--- src/rtl/mk14_disp_pkg.sv ---
// Shared types and sizes for the MK14 multiplexed LED display driver.
package mk14_disp_pkg;

   localparam int unsigned DIGITS = 8;
   localparam int unsigned SEG_W  = 8;
   localparam int unsigned IDX_W  = $clog2(DIGITS);

   typedef logic [SEG_W-1:0]  seg_t;
   typedef logic [DIGITS-1:0] dig_t;
   typedef logic [IDX_W-1:0]  idx_t;
   typedef seg_t [DIGITS-1:0] image_t;

   typedef enum logic {ST_BLANK, ST_SHOW} disp_state_t;

   // Active-high one-hot select for the given digit position.
   function automatic dig_t digit_onehot(input idx_t idx);
      return dig_t'(1) << idx;
   endfunction

endpackage

--- src/rtl/mk14_scan_timer.sv ---
// Slot counter for the display scan: wraps every SLOT_CYCLES clocks, strobes blank-end and wrap.
// With MK14_DISP_DIM_EN defined the raw count is also exported for the dimming window.
module mk14_scan_timer
   import mk14_disp_pkg::*;
#(
   parameter int unsigned SLOT_CYCLES  = 10,
   parameter int unsigned BLANK_CYCLES = 2,
   parameter int unsigned CNT_W        = 4
) (
   input  logic             clk,
   input  logic             rst_n,
   input  logic             en_i,
`ifdef MK14_DISP_DIM_EN
   output logic [CNT_W-1:0] cnt_o,
`endif
   output logic             blank_end_c_o,
   output logic             wrap_c_o
);

   if (BLANK_CYCLES < 1 || BLANK_CYCLES >= SLOT_CYCLES) begin : g_bad_blank
      $error("mk14_scan_timer: BLANK_CYCLES (%0d) must be in 1..SLOT_CYCLES-1 (%0d)",
             BLANK_CYCLES, SLOT_CYCLES);
   end

   logic [CNT_W-1:0] cnt_q, cnt_d;

   assign wrap_c_o      = en_i && (cnt_q == CNT_W'(SLOT_CYCLES - 1));
   assign blank_end_c_o = en_i && (cnt_q == CNT_W'(BLANK_CYCLES - 1));

   always_comb begin
      cnt_d = cnt_q;
      if (en_i) begin
         cnt_d = wrap_c_o ? '0 : cnt_q + CNT_W'(1);
      end
   end

   always_ff @(posedge clk) begin
      if (!rst_n) begin
         cnt_q <= '0;
      end else begin
         cnt_q <= cnt_d;
      end
   end

`ifdef MK14_DISP_DIM_EN
   assign cnt_o = cnt_q;
`endif

endmodule

--- src/rtl/mk14_display_mux.sv ---
// Time-multiplexes the 8-digit segment image onto a shared segment bus with per-digit enables.
// Optional MK14_DISP_DIM_EN adds a 4-bit brightness input that shortens each digit's lit window.
module mk14_display_mux
   import mk14_disp_pkg::*;
#(
   parameter int unsigned CLOCK_FREQ_MHZ = 12,
   parameter int unsigned SCAN_HZ        = 1000,
   parameter int unsigned BLANK_CYCLES   = 16,
   parameter bit          SEG_ACTIVE_LOW = 1'b1,
   parameter bit          DIG_ACTIVE_LOW = 1'b1
) (
   input  logic                    clk,
   input  logic                    rst_n,
   input  logic [DIGITS*SEG_W-1:0] display,
`ifdef MK14_DISP_DIM_EN
   input  logic [3:0]              brightness,
`endif
   output seg_t                    seg,
   output dig_t                    dig,
   output logic                    frame_start
);

   localparam int unsigned SLOT_CYCLES = CLOCK_FREQ_MHZ * 1_000_000 / SCAN_HZ;
   localparam int unsigned CNT_W       = (SLOT_CYCLES > 1) ? $clog2(SLOT_CYCLES) : 1;
   localparam seg_t        SEG_OFF     = SEG_ACTIVE_LOW ? '1 : '0;
   localparam dig_t        DIG_OFF     = DIG_ACTIVE_LOW ? '1 : '0;

   disp_state_t state_q, state_d;
   idx_t        idx_q, idx_d;
   logic        first_q;
   image_t      shadow_q;
   seg_t        seg_q, seg_d;
   dig_t        dig_q, dig_d;
   logic        fs_q, fs_d;
   logic        load_c;
   logic        lit_c;
   logic        blank_end_c, wrap_c;

`ifdef MK14_DISP_DIM_EN
   logic [CNT_W-1:0] cnt;
   logic [3:0]       bright_q;
   logic [31:0]      offs_c, on_cycles_c;
`endif

   // Counter is held for the post-reset sampling cycle so every frame is exactly 8 slots.
   mk14_scan_timer #(
      .SLOT_CYCLES  (SLOT_CYCLES),
      .BLANK_CYCLES (BLANK_CYCLES),
      .CNT_W        (CNT_W)
   ) u_timer (
      .clk           (clk),
      .rst_n         (rst_n),
      .en_i          (!first_q),
`ifdef MK14_DISP_DIM_EN
      .cnt_o         (cnt),
`endif
      .blank_end_c_o (blank_end_c),
      .wrap_c_o      (wrap_c)
   );

   always_ff @(posedge clk) begin
      if (!rst_n) begin
         state_q  <= ST_BLANK;
         idx_q    <= '0;
         first_q  <= 1'b1;
         shadow_q <= '0;
         seg_q    <= SEG_OFF;
         dig_q    <= DIG_OFF;
         fs_q     <= 1'b0;
      end else begin
         state_q  <= state_d;
         idx_q    <= idx_d;
         first_q  <= 1'b0;
         seg_q    <= seg_d;
         dig_q    <= dig_d;
         fs_q     <= fs_d;
         if (load_c) begin
            shadow_q <= image_t'(display);
         end
      end
   end

   always_comb begin
      state_d = state_q;
      idx_d   = idx_q;
      unique case (state_q)
         ST_BLANK: begin
            if (blank_end_c) begin
               state_d = ST_SHOW;
            end
         end
         ST_SHOW: begin
            if (wrap_c) begin
               state_d = ST_BLANK;
               idx_d   = idx_q + idx_t'(1);
            end
         end
         default: state_d = ST_BLANK;
      endcase
   end

   // New frame: image is latched as the scan re-enters digit 0's blank.
   assign load_c = first_q || (state_q == ST_SHOW && wrap_c && idx_q == idx_t'(DIGITS - 1));

`ifdef MK14_DISP_DIM_EN
   always_ff @(posedge clk) begin
      if (!rst_n) begin
         bright_q <= 4'hF;
      end else if (load_c) begin
         bright_q <= brightness;
      end
   end

   // Offset is taken for the cycle being registered, one ahead of the counter.
   always_comb begin
      offs_c      = 32'(cnt) + 32'd1 - 32'(BLANK_CYCLES);
      on_cycles_c = (32'(SLOT_CYCLES - BLANK_CYCLES) * (32'(bright_q) + 32'd1)) >> 4;
      lit_c       = offs_c < on_cycles_c;
   end
`else
   assign lit_c = 1'b1;
`endif

   // Outputs are computed from the next state so they line up with state_q.
   always_comb begin
      seg_d = SEG_OFF;
      dig_d = DIG_OFF;
      fs_d  = load_c;
      if (state_d == ST_SHOW && lit_c) begin
         seg_d = SEG_ACTIVE_LOW ? ~shadow_q[idx_d] : shadow_q[idx_d];
         dig_d = DIG_ACTIVE_LOW ? ~digit_onehot(idx_d) : digit_onehot(idx_d);
      end
   end

   assign seg         = seg_q;
   assign dig         = dig_q;
   assign frame_start = fs_q;

endmodule

--- config.mk ---
export PLATFORM = sky130hd
export DESIGN_NAME = mk14_display_mux
export DESIGN_NICKNAME = d
export VERILOG_FILES = /design/src/rtl/mk14_disp_pkg.sv /design/src/rtl/mk14_scan_timer.sv /design/src/rtl/mk14_display_mux.sv
export SDC_FILE = /design/constraint.sdc
export NUM_CORES = 1
export LEC_CHECK = 0
export CAP_MARGIN = 5
export CORE_MARGIN = 10
export CORE_UTILIZATION = 33
export CTS_CLUSTER_DIAMETER = 120
export DETAILED_ROUTE_END_ITERATION = 16
export GPL_TIMING_DRIVEN = 0
export PLACE_DENSITY_LB_ADDON = 0.2
export SETUP_SLACK_MARGIN = 0.05
export SKIP_LAST_GASP = 1
export SLEW_MARGIN = 20
export SYNTH_ARGS = -nofsm -noshare
export SYNTH_HDL_FRONTEND = slang
export SYNTH_SLANG_ARGS = --single-unit
--- constraint.sdc ---
create_clock -name clk -period 2.4 [get_ports clk]
set_clock_uncertainty 0.15 [all_clocks]
set_input_delay 0.36 -clock clk [delete_from_list [all_inputs] [get_ports clk]]
set_output_delay 0.36 -clock clk [all_outputs]
set_load 0.02 [all_outputs]
After elaboration in Yosys (flattened, before gate mapping):

Cells that the tools add are included.

* register bits: 100
* output and inout bits: 17

* equal/unequal tests: 3
* order comparisons: 1
* $add $sub $neg: 2
* bitwise operators: 3
* reduce and logical (&&, ||, !) cells: 7
* shifts and indexed selects: 1
* muxes and demuxes: 9

Operators by type and width (count)
* $bmux 8 s3: 1
* $not 8->8: 2
* $add 14x1->14 const B: 1
* $eq 14x14->1 const B: 1
* $eq 14x4->1 const B: 1
* $mux 14: 1
* $mux 8: 1
* $shl 1x3->8 const A: 1
* $mux 3: 2
* $logic_and 1x1->1: 4
* $lt 3x4->1 const B: 1
* $add 3x1->3 const B: 1
* $eq 3x3->1 const B: 1
* $mux 1: 3
* $pmux 1 s2: 1
* $reduce_and 2->1: 1
* $logic_not 1->1: 1
* $logic_or 1x1->1: 1
* $not 1->1: 1

Logic depth before layout (Yosys ltp):

Gate-level depths: netlist of run 1.

* depth after elaboration: 7
* mapped depth: 9
* depth with buffers taken out: 6

Modules after synthesis:

From an unflattened synthesis of run 1, not the netlist that was laid out.

* cells, all modules: 484
* area, all modules: 4013.8 um^2

By module, submodules not included
* mk14_display_mux: seq. area each 1721.7 um^2, times used 1, area each 3323.2 um^2, cells an instance 405
* mk14_scan_timer: seq. area each 280.3 um^2, times used 1, area each 690.7 um^2, cells an instance 79

Least setup slack after synthesis of run 1:

Ideal clock, no wire load.

* path type: flip-flop to flip-flop
* from: reg u_timer.cnt_q[5]
* to: reg seg_q[4], in the netlist seg[4]
* path slack: 214 ps
* required time: 2133 ps
* path buffers: 0
* cell stages (with the launch flop): 6
* arrival: 1920 ps
* cell sequence: dfxtp_1 -> or3_4 -> nor4_4 -> mux2i_1 -> o221ai_1 -> o22a_1

* longest elaborated chain between the ends: 7
* elaborated cells on any way between the ends: 13
* those cells by class: eq/ne (2); mux (7); bitwise (1); reduce/logical (3)

RTL lines
* start, declared: line mk14_scan_timer.sv:25 `logic [CNT_W-1:0] cnt_q, cnt_d;`
* start signal, assigned: line mk14_scan_timer.sv:41 `cnt_q <= cnt_d;`
* $eq 14x14->1: line mk14_scan_timer.sv:27 `assign wrap_c_o = en_i && (cnt_q == CNT_W'(SLOT_CYCLES - 1));`
* $logic_and 1x1->1: line mk14_scan_timer.sv:27
* $mux 3: line mk14_display_mux.sv:93 `if (wrap_c) begin`
* $mux 3: line mk14_display_mux.sv:86 `unique case (state_q)`
* $bmux 8 s3
* $mux 8 (not written as such): line mk14_display_mux.sv:130 `seg_d = SEG_ACTIVE_LOW ? ~shadow_q[idx_d] : shadow_q[idx_d];`
* $not 8->8: line mk14_display_mux.sv:130
* end signal, assigned: line mk14_display_mux.sv:74 `seg_q <= seg_d;`
* end, declared: line mk14_display_mux.sv:32 `seg_t seg_q, seg_d;`

Parallel ways exist; a longest one is shown, timed or not. The select of a mux whose other input is x is not followed.
A chain may end at the register's enable or synchronous reset.

Final worst setup path of run 1:

* from: reg u_timer.cnt_q[5]
* to: reg seg_q[6], in the netlist seg[6]

The elaborated chain is that of the path after synthesis.

==> run summary, run 1 <==
The run finished with clean final reports. Sequential cells burn 48.6% of the power. The area of all placed cells without fillers was 0.00556 mm2; the relative area change from synthesis to final layout was 36.9%. Of the total power, the share spent switching nets is 21.9%.

Net total in the final layout: 662. The run gives 13.6% as the aggregate global-route resource usage. In the synthesized netlist the async set-or-reset flop fraction comes to 0%. The run gives 2.46 ns as the arrival time of the worst setup path. The worst path in the final design needs a cycle of 2.33 ns, including I/O delays and setup. Family with the most delay on the worst path: simple AND/OR/NAND/NOR gates. The number of nets in the synthesized netlist is 563. The synthesized netlist contains 40 unique library cells. The filler-free cell count of the finished design was 745.

For the routed wire length, the log shows 11600 um. Among all stages on the critical path, the largest delay is contributed by sky130_fd_sc_hd__or3_4. Clock tree synthesis inserted a total of 9 buffers. The placed instance area was 0.00507 mm2.

The number of endpoints failing setup at the final stage is 0, and the number of maximum-capacitance constraint violations is 0. The number of buffers and inverters on the critical path is 2. Via count of the first global-routing pass: 3740. Leaving out fill and tap cells, the most frequent cell in the layout is sky130_fd_sc_hd__nand2_1. The floorplan has 40 rows. In the final timing run, aggregate negative setup slack is 0 ns. The leakage power of the design was 0.00204 uW; the fraction of layout instances using a drive strength above 1 was 9.70%.

The floorplan step set the die height to 131 um. Of the total synthesized cell area, the portion taken by AND, OR, NAND and NOR gates is 23.2%. The average wire per standard cell works out to 15.6 um. The post-detailed-route via-to-cell ratio was 4.87; the final max-slew violation count was 0.

Sequential elements use 49.3% of the synthesized area. The die area is 0.0172 mm2, and the I/O pin total is 83. The run gives 18300 um as the first-pass GRT wire length. VDD sags by at most 0.453 mV.

The H-tree was split into 3 levels. TritonCTS built the clock tree. Combinational cells account for 7.9% of the total power. The area of the core was 0.0120 mm2; the post-placement cell count was 723. The DRC violation count after routing came out at 0. After synthesis, the largest family of logic cells by area is simple AND/OR/NAND/NOR gates. Along the worst path, the maximum fanout reaches 10. The synthesized netlist occupies a cell area of 0.00406 mm2. Startpoint-to-endpoint class of the critical path: reg -> reg.

In this run the mean area of a mapped cell was 8.23 um2. In the synthesized netlist the dominant register cell turns out to be sky130_fd_sc_hd__dfxtp_1. The number of input and output port buffers inserted is 82, and the switching power is 791 uW. The DRC violation total after the first TritonRoute iteration came out at 243. The clock edge transition at the registers on the reported setup and hold paths came out at 0.07 ns. Synthesis inferred 100 register bits. The tools report the number of hold-slack violations in the final timing report as 0. Of the total power, the clock network draws 43.5%.

The post-placement setup slack was -0.332 ns; the iteration count of the initial detailed-routing pass was 4. Entering global routing, the biggest net connects 17 pins. Floorplan die width: 131 um. The run gives 2.53 ns as the required time of the critical path. In this run, synthesis inferred 0 flip-flops with an integrated enable. The longest individual stage delay on the worst path was 0.40 ns. Fill cells in the final layout number 1228. The worst path meets setup with 0.0669 ns of slack.

Static timing analysis puts the maximum clock frequency at 429 MHz. The number of antenna cells inserted is 0, and the total power density per cell area is 650 mW/mm2. The total overflow left after global routing is 0. Setup repair after global routing could not meet its margin everywhere. The ratio of final minimum period to clock period was 97.2%. In this run the tightest slew margin relative to its limit is 50.4%. The congestion estimate from routability-driven global placement came to 0.799.

Total vias in the final route: 3628. The path class of the tightest hold or removal check is reg -> reg. In the layout the commonest cells are sky130_fd_sc_hd__nand2_1, sky130_fd_sc_hd__dfxtp_1, sky130_fd_sc_hd__clkdlybuf4s50_1. Measured against the total synthesized area, the mux share comes to 5.05%. The count of nets left with antenna violations once routing finished came out at 0. Summing the areas of all xor and xnor instances in the mapped netlist gives 2.37% of the synthesized area. The internal portion of total power came out at 2830 uW.

The pin slew with the least headroom to its limit was 0.744 ns; the compound-cell area share of the yosys netlist was 14.4%. During synthesis, Yosys emitted a total of 0 warnings. The logs give 100 for the total number of clock tree sinks and 33.8% for the effective utilization at floorplan.

STA classifies the critical path endpoint as a flop. For the worst-skew pair, the clock arrives at the later sink with an insertion delay of 0.34 ns. Half-perimeter wire length after placement: 8800 um. The run gives 0 as the initial antenna violation count. The clock passes through at most 2 buffers. Clock tree synthesis selected as its root buffer the cell sky130_fd_sc_hd__clkbuf_16. Traced cell by cell, the critical path runs through or3_4, nor4_4, buf_4, buf_12, mux2_2, o22ai_2, o22a_1. The total of hold buffers inserted after clock tree synthesis was 0. Synthesis handed over a netlist of 494 instances. The share of synthesized cell area in full adder, half adder and majority cells is 0.924%.

STA classifies the critical path startpoint as a flop.
-- path summary, 6_finish.rpt --
check / start / end / slack (ns) / depth (start not counted)
worst min register to register: shadow_q[48] / shadow_q[48] / 0.30 / 2
worst min-delay path: shadow_q[48] / shadow_q[48] / 0.30 / 2
worst max-delay path: u_timer.cnt_q[5] / seg[6] / 0.07 / 7
worst max register to register: u_timer.cnt_q[5] / seg[6] / 0.07 / 7
-- cell families (layout without fill, tap and decap cells) --
| group | after synthesis | after routing |
|---|---|---|
| and+or+nand+nor | 217 | 217 |
| DFF | 100 | 100 |
| adders and majority gates | 3 | 3 |
| buffers and inverters | 38 | 142 |
| xor gates and xnor gates | 11 | 11 |
| muxes | 19 | 19 |
| AOI/OAI and AO/OA | 106 | 106 |
-- registers in the layout (all words and copies together) (netlist names) --
name	count
shadow_q	64
u_timer.cnt_q	14
dig	8
seg	8
idx_q	3
first_q	1
frame_start	1
state_q	1
-- cell type report --
type	instances	area, um2	share of cell area [%]
tap	147	184	3.31
timing repair buffer	89	886	15.9
multi-input combinational	356	1930	34.7
buffer	34	215	3.87
clock inverter	5	83.8	1.51
inverter	3	11.3	0.202
clock buffer	11	243	4.36
sequential	100	2010	36.1
-- power groups by stage --
| stage | combinational (uW) | clock, uW | sequential [uW] |
|---|---|---|---|
| after floorplan | 131 | 0 | 1780 |
| after global placement | 279 | 0 | 1790 |
| after detailed placement | 284 | 0 | 1790 |
| after CTS | 286 | 1600 | 1760 |
| after global routing | 322 | 1660 | 1760 |
| final | 287 | 1570 | 1760 |
-- tightest hold or removal path, cell delays in order (launching register included) --
cell and delay (ns):
sky130_fd_sc_hd__dfxtp_1 0.31, sky130_fd_sc_hd__nand2_1 0.05, sky130_fd_sc_hd__a21oi_1 0.05
-- cell usage after synthesis (2+ instances only) --
library cell | number | share of area (%)
sky130_fd_sc_hd__nand4_1 | 4 | 0.62
sky130_fd_sc_hd__o211ai_1 | 11 | 2.0
sky130_fd_sc_hd__nor2_1 | 29 | 2.7
sky130_fd_sc_hd__o21ai_0 | 6 | 0.74
sky130_fd_sc_hd__o221ai_1 | 2 | 0.43
sky130_fd_sc_hd__xor2_1 | 5 | 1.1
sky130_fd_sc_hd__nor3_1 | 4 | 0.49
sky130_fd_sc_hd__clkbuf_1 | 14 | 1.3
sky130_fd_sc_hd__and2_1 | 7 | 1.1
sky130_fd_sc_hd__inv_1 | 3 | 0.28
sky130_fd_sc_hd__ha_1 | 3 | 0.92
sky130_fd_sc_hd__nor2b_1 | 4 | 0.62
sky130_fd_sc_hd__nor4_1 | 2 | 0.31
sky130_fd_sc_hd__buf_6 | 2 | 0.55
sky130_fd_sc_hd__mux2i_1 | 16 | 3.9
sky130_fd_sc_hd__dfxtp_1 | 100 | 49
sky130_fd_sc_hd__buf_1 | 2 | 0.18
sky130_fd_sc_hd__and4b_1 | 2 | 0.49
sky130_fd_sc_hd__xnor2_1 | 6 | 1.3
sky130_fd_sc_hd__nand2b_1 | 5 | 0.77
sky130_fd_sc_hd__buf_2 | 11 | 1.4
sky130_fd_sc_hd__o22ai_1 | 3 | 0.46
sky130_fd_sc_hd__nand3_1 | 6 | 0.74
sky130_fd_sc_hd__o22a_1 | 2 | 0.43
sky130_fd_sc_hd__a21oi_1 | 79 | 9.7
sky130_fd_sc_hd__buf_4 | 6 | 1.1
sky130_fd_sc_hd__nand2_1 | 145 | 13
sky130_fd_sc_hd__or3_1 | 3 | 0.46
-- timing repair --
| item | CTS | global route |
|---|---|---|
| gates cloned | 0 | 0 |
| gates resized for setup | 6 | 28 |
| pin swaps | 2 | 4 |
| setup buffers | 5 | 2 |
| endpoints found under the setup margin | 10 | 68 |
-- metrics by stage --
stage | hold slack (ns) | total power, uW | util (%)
floorplan | 0.277 | 1920 | -
global placement | 0.289 | 2070 | 42.2
detailed placement | 0.293 | 2080 | 42.2
CTS | 0.302 | 3640 | 45.5
global route | 0.315 | 3740 | 46.3
finish | 0.303 | 3620 | 46.3
-- metal layers --
layer  wire, um  up-vias  global-route usage [%]  share of wire, %
li1           -     1848                       -                 -
met1       5150     1690                    16.6                44
met2       5570       82                    23.2                48
met3        789        8                    4.43               6.8
met4        109        0                    2.35              0.94
met5          0        -                       0                 0
Power figures use the tool's default switching activity.
==> run 2: changes to the inputs <==
Settings changed: CORE_UTILIZATION 33 to 40.
==> run summary, run 2 (synthesis gave the netlist of run 1 again) <==
The logs give 709 (-1.9%) for the post-placement cell count and 666 (+0.60%) for the net total in the final layout. The maximum clock insertion buffer count came out at 2 (unchanged). The number of maximum-capacitance constraint violations was 0 (unchanged).

The worst setup path is launched from a flop. The maximum level of the CTS H-tree was 3 (unchanged); the required time of the critical path was 2.50 ns (-0.03 ns). The post-placement setup slack is -0.308 ns (+0.0246 ns).

The clock insertion delay at the later pin of the skew report came out at 0.36 ns (+0.02 ns). The iteration count of the initial detailed-routing pass is 4 (unchanged), and the number of antenna cells inserted is 0 (unchanged). The first-pass GRT wire length was 18600 um (+1.2%). The path class of the tightest hold or removal check is reg -> reg.

The flip-flop count of the largest register, all copies and words added works out to 64 (unchanged). The tools report the area of the core as 0.00982 mm2 (-18%). The minimum clock period after layout works out to 2.29 ns (-0.0451 ns). The leakage power of the design was 0.00197 uW (-3.3%).

For the number of buffers created by CTS, the log shows 9 (unchanged). The logs give 229 (-5.8%) for the DRC violation total after the first TritonRoute iteration and 437 MHz (+2.0%) for the fmax. Total power density per cell area: 564 mW/mm2 (-13%). The largest registers in the layout are shadow_q: 64 flops, u_timer.cnt_q: 14 flops.

More flip-flops sit in one register than any other, and that register is shadow_q. The tools report the worst slew margin relative to its limit as 48.4% (-2.0 points). Leaving out fill and tap cells, the most frequent cells in the layout are sky130_fd_sc_hd__nand2_1, sky130_fd_sc_hd__dfxtp_1, sky130_fd_sc_hd__clkdlybuf4s50_1. The run gives 15.6% (+1.9 points) as the aggregate global-route resource usage.

The pin slew with the least headroom to its limit is 0.774 ns (+0.0306 ns), and the number of input and output port buffers inserted is 82 (unchanged). The fraction of layout instances using a drive strength above 1 works out to 9.80% (+0.10 points). The startpoint-to-endpoint class of the critical path is reg -> reg. The I/O pin total was 83 (unchanged); the filler-free cell count of the finished design was 735 (-1.3%). The tools report the total vias in the final route as 3670 (+1.2%).

The logs give 0 (unchanged) for the initial antenna violation count and 0 (unchanged) for the number of hold-slack violations in the final timing report. The run gives 2.39 ns (-0.07 ns) as the arrival time of the worst setup path. The tools report the final estimated routing congestion in global placement as 0.888 (+11%). The flow ran to the end, and the final reports show no timing, DRC or antenna violations.

The run gives 3714 (-0.70%) as the via count of the first global-routing pass. The run gives 36 (-10%) as the row count. The average wire per standard cell was 15.5 um (-0.63%); the largest net degree at the start of global routing was 18 (+1).

Leaving out fill and tap cells, the most frequent cell in the layout is sky130_fd_sc_hd__nand2_1. Total number of clock tree sinks: 100 (unchanged). The floorplan die width was 121 um (-7.8%). The post-detailed-route via-to-cell ratio works out to 4.99 (+2.5%). The DRC violation count after routing is 0 (unchanged).

The tree is rooted in a sky130_fd_sc_hd__clkbuf_8. Setup repair after global routing could not meet its margin everywhere. The worst hold slack across all endpoints was 0.309 ns (+0.00597 ns). The tools report the element type at the critical path end as a flop. The tools report the post-layout worst setup margin as 0.112 ns (+0.0451 ns). The run gives 54.9% (+8.6 points) as the core utilization of the finished layout.

The y dimension of the die came out at 121 um (-7.8%). The tools report the half-perimeter wire length after placement as 8420 um (-4.4%). Maximum VDD drop: 0.273 mV (-40%). The final total power is 3040 uW (-16%), and the effective utilization at floorplan is 41.4% (+7.6 points). The relative area change from synthesis to final layout is 32.5%, and the number of antenna-violating nets in the routed design is 0 (unchanged). The ratio of final minimum period to clock period came out at 95.3% (-1.9 points). The total of hold buffers inserted after clock tree synthesis is 0 (unchanged). The tools report the number of endpoints failing setup at the final stage as 0 (unchanged).

The clock edge transition at the registers on the reported setup and hold paths works out to 0.11 ns (+0.04 ns). The routed wire length is 11400 um (-2.0%). The top fanout value on the critical path works out to 6 (-4).

TritonCTS built the clock tree. The total congestion overflow came out at 0 (unchanged). The tools report the final max-slew violation count as 0 (unchanged).

The die area came out at 0.0146 mm2 (-15%).
## run 2: cell types whose count changed in the layout (fill, tap and decap cells not counted), moves of 2 or more
cell                        delta
sky130_fd_sc_hd__dfxtp_2       +2
sky130_fd_sc_hd__clkbuf_16     -9
sky130_fd_sc_hd__o22ai_1       +2
sky130_fd_sc_hd__bufinv_16     -2
sky130_fd_sc_hd__clkbuf_8      +8
sky130_fd_sc_hd__o22ai_2       -2
sky130_fd_sc_hd__buf_4         +3
## run 2: per-stage QoR
stage          area, um2  TNS (ns)
6_report            5390         0
5_1_grt             5390         0
4_1_cts             5290         0
3_5_place_dp        5050     -2.28
3_3_place_gp        5050     -2.01
2_1_floorplan       4060         0
## run 2: where the power goes
group,internal (uW),switching (uW)
Combinational,159,131
Sequential,1720,33.5
Clock,387,605
Total,2270,769
## run 2: final cells by class
cell class                      count  area (um2)
Sequential cell                   100        2010
Tap cell                          133         166
Fill cell                         973        4430
Timing Repair Buffer               92         900
Inverter                            3        11.3
Clock inverter                      6        48.8
Clock buffer                       10         128
Multi-Input combinational cell    356        1910
Buffer                             35         219
## run 2: repair_timing
item | 4_1_cts | 5_1_grt
setup endpoints to repair | 13 | 67
pin swaps | 1 | 4
setup buffers | 4 | 6
resized for setup | 6 | 29
## run 2: final timing paths
kind,from,to,slack (ns),depth (start not counted)
worst max-delay path,u_timer.cnt_q[0],seg[4],0.11,10
worst min-delay path,shadow_q[48],shadow_q[48],0.31,2
worst max register to register,u_timer.cnt_q[0],seg[4],0.11,10
worst min register to register,shadow_q[48],shadow_q[48],0.31,2
## run 2: routing by layer
| metal | part of all wire [%] | wire (um) | track usage (%) | vias up |
|---|---|---|---|---|
| met4 | 0.97 | 110 | 4.00 | 0 |
| met1 | 46 | 5200 | 19.9 | 1703 |
| met5 | 0 | 0 | 0 | - |
| met2 | 47 | 5350 | 25.2 | 100 |
| li1 | - | - | - | 1859 |
| met3 | 6.5 | 737 | 4.51 | 8 |
## run 2: worst max-delay path, cell delays in order (launching register included)
cell	delay, ns
sky130_fd_sc_hd__dfxtp_2	0.33
sky130_fd_sc_hd__ha_2	0.19
sky130_fd_sc_hd__nand4b_1	0.16
sky130_fd_sc_hd__nor4_4	0.07
sky130_fd_sc_hd__buf_4	0.16
sky130_fd_sc_hd__buf_12	0.13
sky130_fd_sc_hd__buf_4	0.16
sky130_fd_sc_hd__nor4_4	0.39
sky130_fd_sc_hd__buf_6	0.19
sky130_fd_sc_hd__o21ai_0	0.08
sky130_fd_sc_hd__o22a_1	0.18
==> run 3: changes to the inputs <==
Settings changed: CORE_UTILIZATION 40 to 44.
==> run summary, run 3 (synthesis gave the netlist of run 1 again) <==
The run finished with clean final reports. The critical path is of the reg -> reg type. TritonCTS built the clock tree. The tools report the largest net degree at the start of global routing as 19 (+1). Minimum clock period after layout: 2.29 ns (-0.00178 ns).

The run gives 0 (unchanged) as the DRC violation count after routing. The run gives 0 (unchanged) as the initial antenna violation count. The logs give 0.00198 uW (+0.72%) for the leakage power of the design and 44.6% (+3.2 points) for the effective utilization at floorplan. The total number of clock tree sinks was 100 (unchanged); the clock insertion delay at the later pin of the skew report was 0.38 ns (+0.02 ns). Number of buffers created by CTS: 9 (unchanged).

The y dimension of the die was 116 um (-3.9%); the maximum level of the CTS H-tree was 3 (unchanged). The via count of the first global-routing pass came out at 3546 (-4.5%). Final max-slew violation count: 0 (unchanged). STA classifies the critical path startpoint as a flop. The floorplan die width was 116 um (-3.9%); the total vias in the final route was 3665 (-0.14%). The total congestion overflow was 0 (unchanged). The arrival time of the worst setup path was 2.41 ns (+0.02 ns); the final estimated routing congestion in global placement was 0.839 (-5.6%). The type of the most critical hold path was reg -> reg. The routed wire length came out at 11300 um (-0.93%). Number of input and output port buffers inserted: 82 (unchanged). Leaving out fill and tap cells, the most frequent cells in the layout are sky130_fd_sc_hd__nand2_1, sky130_fd_sc_hd__dfxtp_1, sky130_fd_sc_hd__clkdlybuf4s50_1.

The maximum clock insertion buffer count was 2 (unchanged); the die area was 0.0135 mm2 (-7.6%). The flip-flop count of the largest register, all copies and words added came out at 64 (unchanged). Setup repair after global routing left no endpoint under its margin. First-pass GRT wire length: 17500 um (-5.6%). The pin slew with the least headroom to its limit was 0.735 ns (-0.0396 ns); the average wire per standard cell was 15.9 um (+2.4%). The slack of the worst reg-to-reg path is 0.11 ns (about the same), and the maximum VDD drop is 0.372 mV (+36%). The logs give 8270 um (-1.7%) for the half-perimeter wire length after placement and 187 (-18%) for the DRC violation total after the first TritonRoute iteration. The number of endpoints failing setup at the final stage is 0 (unchanged), and the aggregate global-route resource usage is 16.4% (+0.77 points).

The fmax is 437 MHz (about the same), and the summed negative setup slack over all endpoints is 0 ns (unchanged). The total power density per cell area was 567 mW/mm2 (+0.61%). The run gives 0 (unchanged) as the number of antenna cells inserted. The ratio of final minimum period to clock period is 95.3% (about the same), and the post-placement cell count is 687 (-3.1%).

The post-detailed-route via-to-cell ratio was 5.15 (+3.2%). For the core utilization of the finished layout, the log shows 59.3% (+4.5 points). In the final layout, the registers with the most flip-flops are shadow_q: 64 flops, u_timer.cnt_q: 14 flops.

The worst hold slack across all endpoints was 0.306 ns (-0.00327 ns); the number of maximum-capacitance constraint violations was 0 (unchanged). The worst slew margin relative to its limit is 51.0% (+2.6 points). The run gives 83 (unchanged) as the I/O pin total. Leaving out fill and tap cells, the most frequent cell in the layout is sky130_fd_sc_hd__nand2_1. The tools report the filler-free cell count of the finished design as 711 (-3.3%).

The worst setup path is captured at a flop. The run gives 2.53 ns (+0.03 ns) as the required time of the critical path. The fraction of layout instances using a drive strength above 1 is 10.3% (+0.53 points), and the row count is 35 (-2.8%).

The total of hold buffers inserted after clock tree synthesis is 0 (unchanged), and the net total in the final layout is 665 (-0.15%). The run gives 4 (unchanged) as the iteration count of the initial detailed-routing pass. The area growth from synthesis to layout is 33.0%. The number of antenna-violating nets in the routed design was 0 (unchanged); the clock edge transition at the registers on the reported setup and hold paths was 0.11 ns (about the same). Root buffer cell: sky130_fd_sc_hd__clkbuf_8. The number of hold-slack violations in the final timing report was 0 (unchanged); the area of the core was 0.00911 mm2 (-7.2%).

Top fanout value on the critical path: 10 (+4). The most flop-heavy register was shadow_q.
==> run 3: cell types whose count changed in the layout (fill, tap and decap cells not counted), moves of 2 or more <==
cell / change
sky130_fd_sc_hd__dfxtp_4: +2
sky130_fd_sc_hd__o22ai_1: -2
sky130_fd_sc_hd__o22ai_2: +2
sky130_fd_sc_hd__clkbuf_4: +3
sky130_fd_sc_hd__buf_4: -2
sky130_fd_sc_hd__clkinvlp_4: -2
sky130_fd_sc_hd__inv_8: +2
sky130_fd_sc_hd__clkbuf_1: -2
==> run 3: final cells by class <==
| cell class | instances | area [um2] |
|---|---|---|
| plain buffers | 34 | 216 |
| clock buffers | 9 | 124 |
| clock inverters | 6 | 56.3 |
| fillers | 828 | 3700 |
| inverters | 3 | 11.3 |
| multi-input cells | 356 | 1950 |
| flip-flops and latches | 100 | 2010 |
| well taps | 111 | 139 |
| repair buffers | 92 | 893 |
==> run 3: final timing paths <==
path | from | to | cells past startpoint
max | first_q | seg[2] | 8
min | shadow_q[22] | shadow_q[22] | 2
max reg2reg | first_q | seg[2] | 8
min reg2reg | shadow_q[22] | shadow_q[22] | 2
==> run 3: metrics by stage <==
step | cell area [um2] | setup WS, ns | power, uW
after global routing | 5410 | 0.0296 | 3180
after CTS | 5250 | 0.0580 | 3080
after floorplan | 4060 | 0.214 | 1920
after detailed placement | 5020 | -0.232 | 2070
after global placement | 5020 | -0.216 | 2070
final | 5410 | 0.114 | 3070
==> run 3: power breakdown <==
group | total [uW] | switching [uW] | internal (uW)
Combinational | 289 | 129 | 160
Sequential | 1760 | 35.7 | 1720
Clock | 1020 | 627 | 395
Total | 3070 | 791 | 2280
==> run 3: per-layer routing <==
metal	global-route usage, %	wire [um]
met1	20.3	5060
met2	26.9	5380
met3	5.19	676
met4	4.17	177
met5	0	0
==> run 3: worst max-delay path: stages (launching register included) <==
cell and delay (ns):
sky130_fd_sc_hd__dfxtp_1 0.32, sky130_fd_sc_hd__buf_6 0.13, sky130_fd_sc_hd__nand4b_1 0.23, sky130_fd_sc_hd__nor4_4 0.29, sky130_fd_sc_hd__buf_4 0.19, sky130_fd_sc_hd__mux2i_4 0.35, sky130_fd_sc_hd__buf_6 0.18, sky130_fd_sc_hd__o211ai_1 0.15
sky130_fd_sc_hd__and2_1 0.20
==> run 3: repair_timing <==
item / CTS / global route
gates cloned: 0 / 1
pin swaps: 1 / 6
hold endpoints to repair: 0 / 0
setup buffers: 3 / 6
gates resized for setup: 5 / 32
setup endpoints to repair: 10 / 67
